<file path="config.mk">
export PLATFORM = sky130hd
export DESIGN_NAME = execute_stage
export DESIGN_NICKNAME = d
export VERILOG_FILES = /design/src/rtl/execute_stage_pkg.sv /design/src/rtl/execute_stage_alu.sv /design/src/rtl/execute_stage.sv
export SDC_FILE = /design/constraint.sdc
export NUM_CORES = 1
export LEC_CHECK = 0
export ABC_AREA = 1
export CAP_MARGIN = 10
export CORE_AREA = 2 2 209 211
export DETAILED_ROUTE_END_ITERATION = 6
export DIE_AREA = 0 0 211 213
export PLACE_DENSITY_LB_ADDON = 0.12
export SYNTH_ARGS = -nofsm -noshare
export SYNTH_HDL_FRONTEND = slang
export SYNTH_SLANG_ARGS = --single-unit
</file>
<file path="constraint.sdc">
create_clock -name clk -period 13.1 [get_ports clk]
set_input_delay 3.93 -clock clk [delete_from_list [all_inputs] [get_ports clk]]
set_output_delay 3.93 -clock clk [all_outputs]
set_load 0.005 [all_outputs]
</file>
<file path="src/rtl/execute_stage_pkg.sv">
// rtl/execute_stage_pkg.sv - shared constants for the RV32I execute stage
package execute_stage_pkg;

    localparam int XLEN = 32;

    // ALU operation codes (alucontrol)
    localparam logic [2:0] ALU_ADD  = 3'b000;
    localparam logic [2:0] ALU_SUB  = 3'b001;
    localparam logic [2:0] ALU_AND  = 3'b010;
    localparam logic [2:0] ALU_OR   = 3'b011;
    localparam logic [2:0] ALU_XOR  = 3'b100;
    localparam logic [2:0] ALU_SLT  = 3'b101;
    localparam logic [2:0] ALU_SLTU = 3'b110;

    // Forwarding selects from the hazard unit; 2'b11 behaves as FWD_RF
    localparam logic [1:0] FWD_RF  = 2'b00;
    localparam logic [1:0] FWD_WB  = 2'b01;
    localparam logic [1:0] FWD_MEM = 2'b10;

    // Writeback source selects
    localparam logic [1:0] RES_ALU = 2'b00;
    localparam logic [1:0] RES_MEM = 2'b01;
    localparam logic [1:0] RES_PC4 = 2'b10;

endpackage

</file>
<file path="src/rtl/execute_stage_alu.sv">
// rtl/execute_stage_alu.sv - combinational ALU for the execute stage
// Ports: srcA, srcB (operands), alucontrol (op code) -> result, zero (result == 0)
module execute_stage_alu #(
    parameter int XLEN = execute_stage_pkg::XLEN
) (
    input  logic [XLEN-1:0] srcA,
    input  logic [XLEN-1:0] srcB,
    input  logic [2:0]      alucontrol,
    output logic [XLEN-1:0] result,
    output logic            zero
);
    import execute_stage_pkg::*;

    logic ltSigned;
    logic ltUnsigned;

    assign ltSigned   = $signed(srcA) < $signed(srcB);
    assign ltUnsigned = srcA < srcB;

    always_comb begin
        result = '0;
        case (alucontrol)
            ALU_ADD:  result = srcA + srcB;
            ALU_SUB:  result = srcA - srcB;
            ALU_AND:  result = srcA & srcB;
            ALU_OR:   result = srcA | srcB;
            ALU_XOR:  result = srcA ^ srcB;
            ALU_SLT:  result = {{(XLEN-1){1'b0}}, ltSigned};
            ALU_SLTU: result = {{(XLEN-1){1'b0}}, ltUnsigned};
            default:  result = '0;
        endcase
    end

    assign zero = (result == '0);

endmodule

</file>
<file path="src/rtl/execute_stage.sv">
// rtl/execute_stage.sv - EX stage: forwarding, ALU, branch resolve, EX/MEM register
// Ports: clk, rst (async active-low); E-side controls/data from decode;
//        forwardAE/forwardBE + resultW from hazard/writeback;
//        pcsrcE/pctargetE combinational to fetch; *M registered to memory stage.
module execute_stage #(
    parameter int XLEN    = execute_stage_pkg::XLEN,
    parameter int REGADDR = 5
) (
    input  logic               clk,
    input  logic               rst,
    input  logic               regwriteE,
    input  logic [1:0]         resultsrcE,
    input  logic               memwriteE,
    input  logic               jumpE,
    input  logic               branchE,
    input  logic [2:0]         alucontrolE,
    input  logic               alusrcE,
    input  logic [XLEN-1:0]    Rd1E,
    input  logic [XLEN-1:0]    Rd2E,
    input  logic [XLEN-1:0]    pcE,
    input  logic [XLEN-1:0]    ImmextE,
    input  logic [XLEN-1:0]    pcplus4E,
    input  logic [REGADDR-1:0] RdE,
    input  logic [1:0]         forwardAE,
    input  logic [1:0]         forwardBE,
    input  logic [XLEN-1:0]    resultW,
    output logic               pcsrcE,
    output logic [XLEN-1:0]    pctargetE,
    output logic               regwriteM,
    output logic [1:0]         resultsrcM,
    output logic               memwriteM,
    output logic [XLEN-1:0]    aluresultM,
    output logic [XLEN-1:0]    writedataM,
    output logic [REGADDR-1:0] RdM,
    output logic [XLEN-1:0]    pcplus4M
);
    import execute_stage_pkg::*;

    logic [XLEN-1:0] srcAE;
    logic [XLEN-1:0] srcBE;
    logic [XLEN-1:0] writedataE;
    logic [XLEN-1:0] aluresultE;
    logic            zeroE;

    // aluresultM is a register output, so feeding it back here forms no loop
    always_comb begin
        srcAE = Rd1E;
        case (forwardAE)
            FWD_WB:  srcAE = resultW;
            FWD_MEM: srcAE = aluresultM;
            default: srcAE = Rd1E;
        endcase
    end

    always_comb begin
        writedataE = Rd2E;
        case (forwardBE)
            FWD_WB:  writedataE = resultW;
            FWD_MEM: writedataE = aluresultM;
            default: writedataE = Rd2E;
        endcase
    end

    assign srcBE = alusrcE ? ImmextE : writedataE;

    execute_stage_alu #(.XLEN(XLEN)) u_alu (
        .srcA       (srcAE),
        .srcB       (srcBE),
        .alucontrol (alucontrolE),
        .result     (aluresultE),
        .zero       (zeroE)
    );

    assign pctargetE = pcE + ImmextE;
    assign pcsrcE    = (branchE & zeroE) | jumpE;

    // Store data is the forwarded rs2, never the immediate
    always_ff @(posedge clk or negedge rst) begin
        if (!rst) begin
            regwriteM  <= 1'b0;
            resultsrcM <= '0;
            memwriteM  <= 1'b0;
            aluresultM <= '0;
            writedataM <= '0;
            RdM        <= '0;
            pcplus4M   <= '0;
        end else begin
            regwriteM  <= regwriteE;
            resultsrcM <= resultsrcE;
            memwriteM  <= memwriteE;
            aluresultM <= aluresultE;
            writedataM <= writedataE;
            RdM        <= RdE;
            pcplus4M   <= pcplus4E;
        end
    end

endmodule
</file>
==> results of run 1 <==
[cells by family (layout without fill, tap and decap cells)]
kind of cell	Yosys count	count (layout)	synth area share, %
AND/OR/NAND/NOR	954	954	30.9
XOR/XNOR	32	32	2.22
flip-flops	105	105	20.8
other	0	4	0
adder cells (fa/ha/maj)	141	141	14.1
buffers and inverters	480	863	14.7
AO/OA/AOI/OAI	353	353	17.2
[layout make-up]
class	count	area [sq um]	share of cell area [%]
repair inverters	1	7.51	0.0428
repair buffers	434	4150	23.7
inverters	412	1550	8.84
multi-input cells	1480	8190	46.7
diodes	4	10.0	0.0571
well taps	546	683	3.90
clock buffers	9	225	1.28
clock inverters	7	90.1	0.514
flip-flops and latches	105	2630	15.0
[sequential cells by signal, summed over array words and instances, names as in the netlist]
signal and flops:
RdM 5, aluresultM 32, memwriteM 1, pcplus4M 32, regwriteM 1, resultsrcM 2, writedataM 32
[how the worst min path moves through the flow]
stage | from | cells after the start | endpoint
2_1_floorplan | aluresultM[1] | 2 | writedataM[1]
6_report | aluresultM[15] | 3 | writedataM[15]
4_1_cts | aluresultM[15] | 3 | writedataM[15]
3_5_place_dp | aluresultM[18] | 3 | writedataM[18]
5_1_grt | aluresultM[15] | 3 | writedataM[15]
3_3_place_gp | aluresultM[31] | 2 | writedataM[31]
[power by group through the flow]
| stage | combinational, W | sequential (W) | clock (W) |
|---|---|---|---|
| after floorplan | 0.000590 | 0.000396 | 0 |
| after global placement | 0.00113 | 0.000400 | 0 |
| after detailed placement | 0.00112 | 0.000401 | 0 |
| after CTS | 0.00113 | 0.000394 | 0.000318 |
| after global routing | 0.00125 | 0.000399 | 0.000326 |
| final | 0.00114 | 0.000395 | 0.000309 |
[through the flow]
step / util [%] / cells / TNS (ns) / cell area, sq um
floorplan: - / 2065 / 0 / 12600
global placement: 40.1 / 2974 / 0 / 17100
detailed placement: 40.1 / 2974 / 0 / 17100
CTS: 40.9 / 2990 / 0 / 17400
global route: 41.1 / 2997 / -0.0233 / 17500
finish: 41.1 / 2998 / 0 / 17500
[metal layers]
| layer | GRT usage [%] | vias to the layer above | part of all wire [%] |
|---|---|---|---|
| li1 | - | 7318 | - |
| met1 | 37.1 | 7018 | 44 |
| met2 | 49.1 | 536 | 48 |
| met3 | 4.50 | 57 | 6.4 |
| met4 | 6.80 | 2 | 1.8 |
| met5 | 0 | - | 0.028 |
[synthesized netlist by cell type, types with 7 or more instances]
cell	n	area share, %
nand4_1	17	0.84
o21ai_0	125	5.0
xor2_1	22	1.5
o21bai_1	8	0.48
xnor2_1	10	0.69
clkbuf_1	37	1.1
inv_1	403	12
nand2_2	8	0.40
nor2_1	173	5.1
buf_2	25	0.99
a21oi_1	111	4.4
nand2_1	581	17
inv_2	8	0.24
nor2_2	7	0.35
dfrtp_1	105	21
a221o_1	59	4.7
ha_1	138	14
nor3_1	16	0.63
nand3_1	142	5.6
o22ai_1	20	0.99
[critical path, cell delays in order]
cell	delay (ns)
clkdlybuf4s50_1	0.50
inv_1	0.06
ha_2	0.41
clkinvlp_4	0.22
buf_4	0.24
nor2_1	0.11
a21oi_1	0.06
o21ai_0	0.38
buf_4	0.21
ha_1	0.35
inv_1	0.22
nor3_1	0.34
nand2_1	0.17
nor2_1	0.13
nand2_1	0.11
nand3_1	0.09
nand2_1	0.05
inv_1	0.06
nand2_1	0.12
inv_1	0.09
nand3_1	0.15
nor2_1	0.22
nand2_1	0.12
nand2_1	0.07
clkdlybuf4s50_1	0.50
[what timing repair did]
| action | in CTS | in global routing |
|---|---|---|
| setup buffers | 0 | 3 |
| endpoints found under the setup margin | 0 | 1 |
| endpoints found under the hold margin | 0 | 0 |
| resized for setup | 0 | 24 |
[cell usage in the layout (no fill, tap or decap), types with 2 or more instances in the layout]
master           instances
and3_1                   2
o21ai_1                  9
dfrtp_1                105
buf_12                   2
a21oi_1                111
nor3_1                  16
nor2_2                   9
o21ai_0                118
a31oi_1                  6
inv_1                  402
fa_1                     3
o22ai_1                 20
ha_1                   131
and2_1                   2
nand4_1                 17
o21ai_2                  3
nand2_1                581
xor2_1                  22
a221oi_1                 6
o21bai_1                 8
nand2_2                  8
ha_2                     7
clkinvlp_4               4
nand3_2                  3
buf_4                   83
o21a_1                   4
clkbuf_16                9
xnor2_1                 10
nand3_1                141
a221o_1                 59
nor2_4                   2
clkdlybuf4s50_1        348
nor2_1                 170
inv_2                    8
diode_2                  4
==> impl_results.md, run 1 <==
- Ports: 351
- Total power: 0.00185 W
- Num Clock Sinks: 105
- PD cells: 105 nW/um^2
- Via density: 4.98
- Max Cap Viol: 0
- Sequential fraction of the synthesis area: 20.8%
- Worst r2r src: aluresultM[4]
- Status: finished, final reports clean
- Setup ws final: 0.237 ns
- Fmax: 77.7 MHz
- Initial core utilization: 29.6%
- GR Util All Layers: 28.4%
- Share of cells above drive strength 1: 6.00%
- Worst r2r path cells: 18
- WP data arrival: 8.93 ns
- CTS max path bufs: 2
- Crit path max fanout: 18
- Hold Vio Cnt, Final: 0
- Reg power frac: 21.4%
- Crit. End Element: output port
- R2r setup slk: 9.55 ns
- Worst-path clk slew: 0.09 ns
- Clk_skew: 0.0196 ns
- Cell count after synthesis: 2065
- DP HPWL: 55700 um
- CTS tree: done
- Kind of start point of the critical path: primary input
- Routed Antenna Nets: 0
- H-tree depth: 3
- Max Transition Viols Final: 0
- P&R area growth vs syn: 38.8%
- Terminus of the critical flop-to-flop path: aluresultM[19]
- Worst slew pin tran: 1.06 ns
- Die height: 213 um
- Warnings from Yosys: 0
- Syn_nets: 2419
- Int Pwr: 0.000971 W
- Initial DRT Pass Iterations: 6
- Routed wire length: 65000 um
- Crit path kind: in2out
- Period utilization: 98.2%
- Lkg Pwr: 9.17 nW
- CTS Buf Count: 9
- CP startpoint: forwardBE[0]
- Synth Flop Type: dfrtp_1
- Cts hold-fix bufs: 0
- Core footprint: 42700 sq um
- Synth Register Bits: 105
- Fill count: 4598
- Post-synthesis cell type count: 44
- Mean post-synth cell area: 6.12 sq um
- I/O Buffers: 350
- Final Setup Violations: 0
- Slew margin rel.: 29.5%
- Die ar.: 44900 sq um
- Via count: 14931
- Post-synth EDFFs: 0
- Initial antenna violation count: 5
- Routed length per placed instance: 21.7 um
- GP Congestion: 0.932
- Combinational share of power: 61.9%
- Root buffer cell: clkbuf_16
- Max VDD drop: 0.0745 mV
- Synth Cell Area: 12600 sq um
- Place WS: 0.0827 ns
- Asr flop ratio synth: 100%
- Switching Fraction: 47.4%
- CP endpoint: pcsrcE
- Row cnt: 76
- Vias in the first global route: 14646
- Skew-Pair Late Insertion Delay: 0.39 ns
- Largest net degree at the start of global routing: 68
- Gr ovfl total: 0
- Initial DRC count: 1026
- Psw: 0.000877 W
- DRC errors left: 0
- Nets: 2797
- WHS: 0.673 ns
- Die W: 211 um
- Hold Path Class: reg2reg
- Global-route wire length before repair: 93900 um
- Worst EP required: 9.17 ns
- Clock share of power: 16.7%
- Final min period: 12.86 ns
No activity file was read; power rests on OpenSTA's default activity.
==> inputs of run 2 (changes only) <==
CORE_AREA = 2 2 249 177   (was 2 2 209 211)
DIE_AREA = 0 0 251 179   (was 0 0 211 213)
==> run 2 against run 1 <==
  * Fmax down 0.12%
  * Wire length increased by 5.9%
  * Setup slack got worse by 0.015 ns
  * Final cell count grew 0.17%
  * Die area barely moved
  * Critical path depth unchanged
  * Sequential cell count unchanged
  * Largest cell class unchanged
==> impl_results.md, run 2 (synthesized netlist as in run 1, its figures left out) <==
- Status: finished, final reports clean
- Row cnt: 64 (-16%)
- Initial core utilization: 29.4% (-0.16 points)
- WP data arrival: 8.95 ns (+0.02 ns)
- Crit path kind: in2out
- Hold Crit Endpoint: writedataM[15]
- Vias in the first global route: 14361 (-1.9%)
- Worst EP required: 9.17 ns (about the same)
- Crit path max fanout: 16 (-2)
- Initial DRT Pass Iterations: 6 (unchanged)
- Via count: 15183 (+1.7%)
- Placed Cells: 2986 (+0.40%)
- Hold Path Class: reg2reg
- Hold Path Stages: 3 (unchanged)
- Place WS: 0.202 ns (+0.119 ns)
- Die ar.: 44900 sq um (about the same)
- Lkg Pwr: 9.12 nW (-0.48%)
- Final Setup Violations: 0 (unchanged)
- CTS Buf Count: 9 (unchanged)
- Nets: 2790 (-0.25%)
- Global-route wire length before repair: 97900 um (+4.3%)
- CTS max path bufs: 2 (unchanged)
- Crit. End Element: output port
- CTS tree: done
- Psw: 0.000897 W (+2.3%)
- Hold Vio Cnt, Final: 0 (unchanged)
- GP Congestion: 0.984 (+5.6%)
- Share of cells above drive strength 1: 5.24% (-0.76 points)
- Placed cell area: 17100 sq um (about the same)
- PD cells: 106 nW/um^2 (+0.18%)
- Routed Antenna Nets: 0 (unchanged)
- Period utilization: 98.3% (+0.12 points)
- Setup ws final: 0.221 ns (-0.0153 ns)
- Setup TNS: 0 ns (unchanged)
- Largest net degree at the start of global routing: 71 (+4.4%)
- Final Util: 40.6% (-0.46 points)
- H-tree depth: 3 (unchanged)
- Num Clock Sinks: 105 (unchanged)
- Min-delay src: aluresultM[15]
- Root buffer cell: clkbuf_16
- Switching Fraction: 48.7% (+1.3 points)
- Reg power frac: 21.7% (+0.3 points)
- Die height: 179 um (-16%)
- Terminus of the critical flop-to-flop path: aluresultM[19]
- Max VDD drop: 0.0506 mV (-32%)
- Fill count: 4637 (+0.85%)
- Worst slew pin tran: 1.02 ns (-0.0403 ns)
- Worst r2r src: aluresultM[7]
- Clk_skew: 0.0160 ns (-0.00365 ns)
- Routed length per placed instance: 22.9 um (+5.7%)
- Gr ovfl total: 0 (unchanged)
- Via density: 5.06 (+1.5%)
- RSZ-0062 raised after global routing: no
- Combinational share of power: 62.8% (+0.9 points)
- P&R area growth vs syn: 38.0%
- Worst r2r path cells: 16 (-2)
- Most used cells in the layout excluding fill and tap cells: nand2_1 (581), inv_1 (402), clkdlybuf4s50_1 (348)
- Core footprint: 42900 sq um (+0.53%)
- Int Pwr: 0.000943 W (-2.9%)
- Routed wire length: 68900 um (+5.9%)
- GR Util All Layers: 29.9% (+1.5 points)
- Max Transition Viols Final: 0 (unchanged)
- Clock share of power: 15.5% (-1.2 points)
- DP HPWL: 58800 um (+5.6%)
- Kind of start point of the critical path: primary input
- Cell Count, Final, Fillers Out: 3003 (+0.17%)
- Initial antenna violation count: 7 (+2)
- Regs by FF count: aluresultM: 32 flops, pcplus4M: 32 flops, writedataM: 32 flops
- DRC errors left: 0 (unchanged)
- Final min period: 12.88 ns (+0.0153 ns)
- Worst-path clk slew: 0.08 ns (about the same)
- Skew-Pair Late Insertion Delay: 0.38 ns (about the same)
- Max Cap Viol: 0 (unchanged)
- Most common cell after layout, fill and taps aside: nand2_1
- I/O Buffers: 350 (unchanged)
- Die W: 251 um (+19%)
- R2r setup slk: 9.38 ns (-0.17 ns)
- Final instance area: 17400 sq um (-0.61%)
- Slew margin rel.: 32.2% (+2.7 points)
- Initial DRC count: 1317 (+28%)
- Fmax: 77.6 MHz (-0.12%)
- Ports: 351 (unchanged)
==> run 2: changes by cell type in the layout (fill, tap and decap cells not counted), sizes merged <==
cell	change
buf	-6
bufinv	-1
clkbuf	+1
clkinvlp	-3
diode	-3
inv	+2
==> run 2: worst max-delay path, cell delays in order <==
cell	delay (ns)
clkdlybuf4s50_1	0.49
inv_1	0.05
ha_1	0.32
buf_4	0.23
a221o_1	0.15
o21ai_0	0.10
o21ai_0	0.63
buf_4	0.26
ha_2	0.35
nand2_1	0.09
nand2_1	0.13
nand2_1	0.10
nand2_1	0.08
inv_1	0.07
nand3_1	0.29
nand3_1	0.16
nand3_1	0.09
nor2_1	0.22
nand3_1	0.13
nor2_1	0.16
nand3_1	0.09
nor2_1	0.10
nand2_1	0.10
nand2_1	0.07
clkdlybuf4s50_1	0.54
==> run 2: repair_timing <==
item / in CTS / in global routing
hold buffers: 0 / 0
setup buffers: 0 / 0
resized for setup: 0 / 8
endpoints found under the setup margin: 0 / 1
==> run 2: final cells by class <==
class	count	area, sq um	area share [%]
antenna	1	2.50	0.0144
clock buffer	10	229	1.31
clock inverter	6	61.3	0.352
inverter	412	1550	8.87
multi-input combinational	1480	8160	46.8
sequential	105	2630	15.1
tap	561	702	4.03
timing repair buffer	428	4110	23.6
==> run 2: worst max-delay path by stage <==
| stage | start | endpoint | slack, ns | cells after the start |
|---|---|---|---|---|
| final | forwardBE[0] | pcsrcE | 0.22 | 25 |
| after floorplan | forwardBE[0] | pcsrcE | 2.12 | 24 |
| after global routing | forwardAE[0] | pcsrcE | 0.002 | 25 |
| after CTS | forwardAE[0] | pcsrcE | 0.18 | 24 |
| after detailed placement | forwardAE[0] | pcsrcE | 0.20 | 24 |
| after global placement | forwardAE[0] | pcsrcE | 0.16 | 24 |
==> run 2: power groups by stage <==
stage	sequential [W]	combinational, W	clock, W
after floorplan	0.000396	0.000590	0
after global placement	0.000404	0.00113	0
after detailed placement	0.000405	0.00113	0
after CTS	0.000398	0.00114	0.000290
after global routing	0.000402	0.00126	0.000303
final	0.000399	0.00116	0.000286
==> run 2: through the flow <==
stage	hold slack, ns	total power (W)
after floorplan	0.603	0.000986
after global placement	0.674	0.00154
after detailed placement	0.683	0.00153
after CTS	0.705	0.00182
after global routing	0.765	0.00196
final	0.703	0.00184
==> run 2: routing by layer <==
| metal | global-route usage, % | vias up | wire length [um] |
|---|---|---|---|
| met5 | 0 | - | 55 |
| met4 | 3.42 | 8 | 318 |
| met3 | 6.36 | 32 | 5730 |
| met2 | 45.1 | 606 | 28900 |
| met1 | 44.5 | 7245 | 33900 |
| li1 | - | 7292 | - |
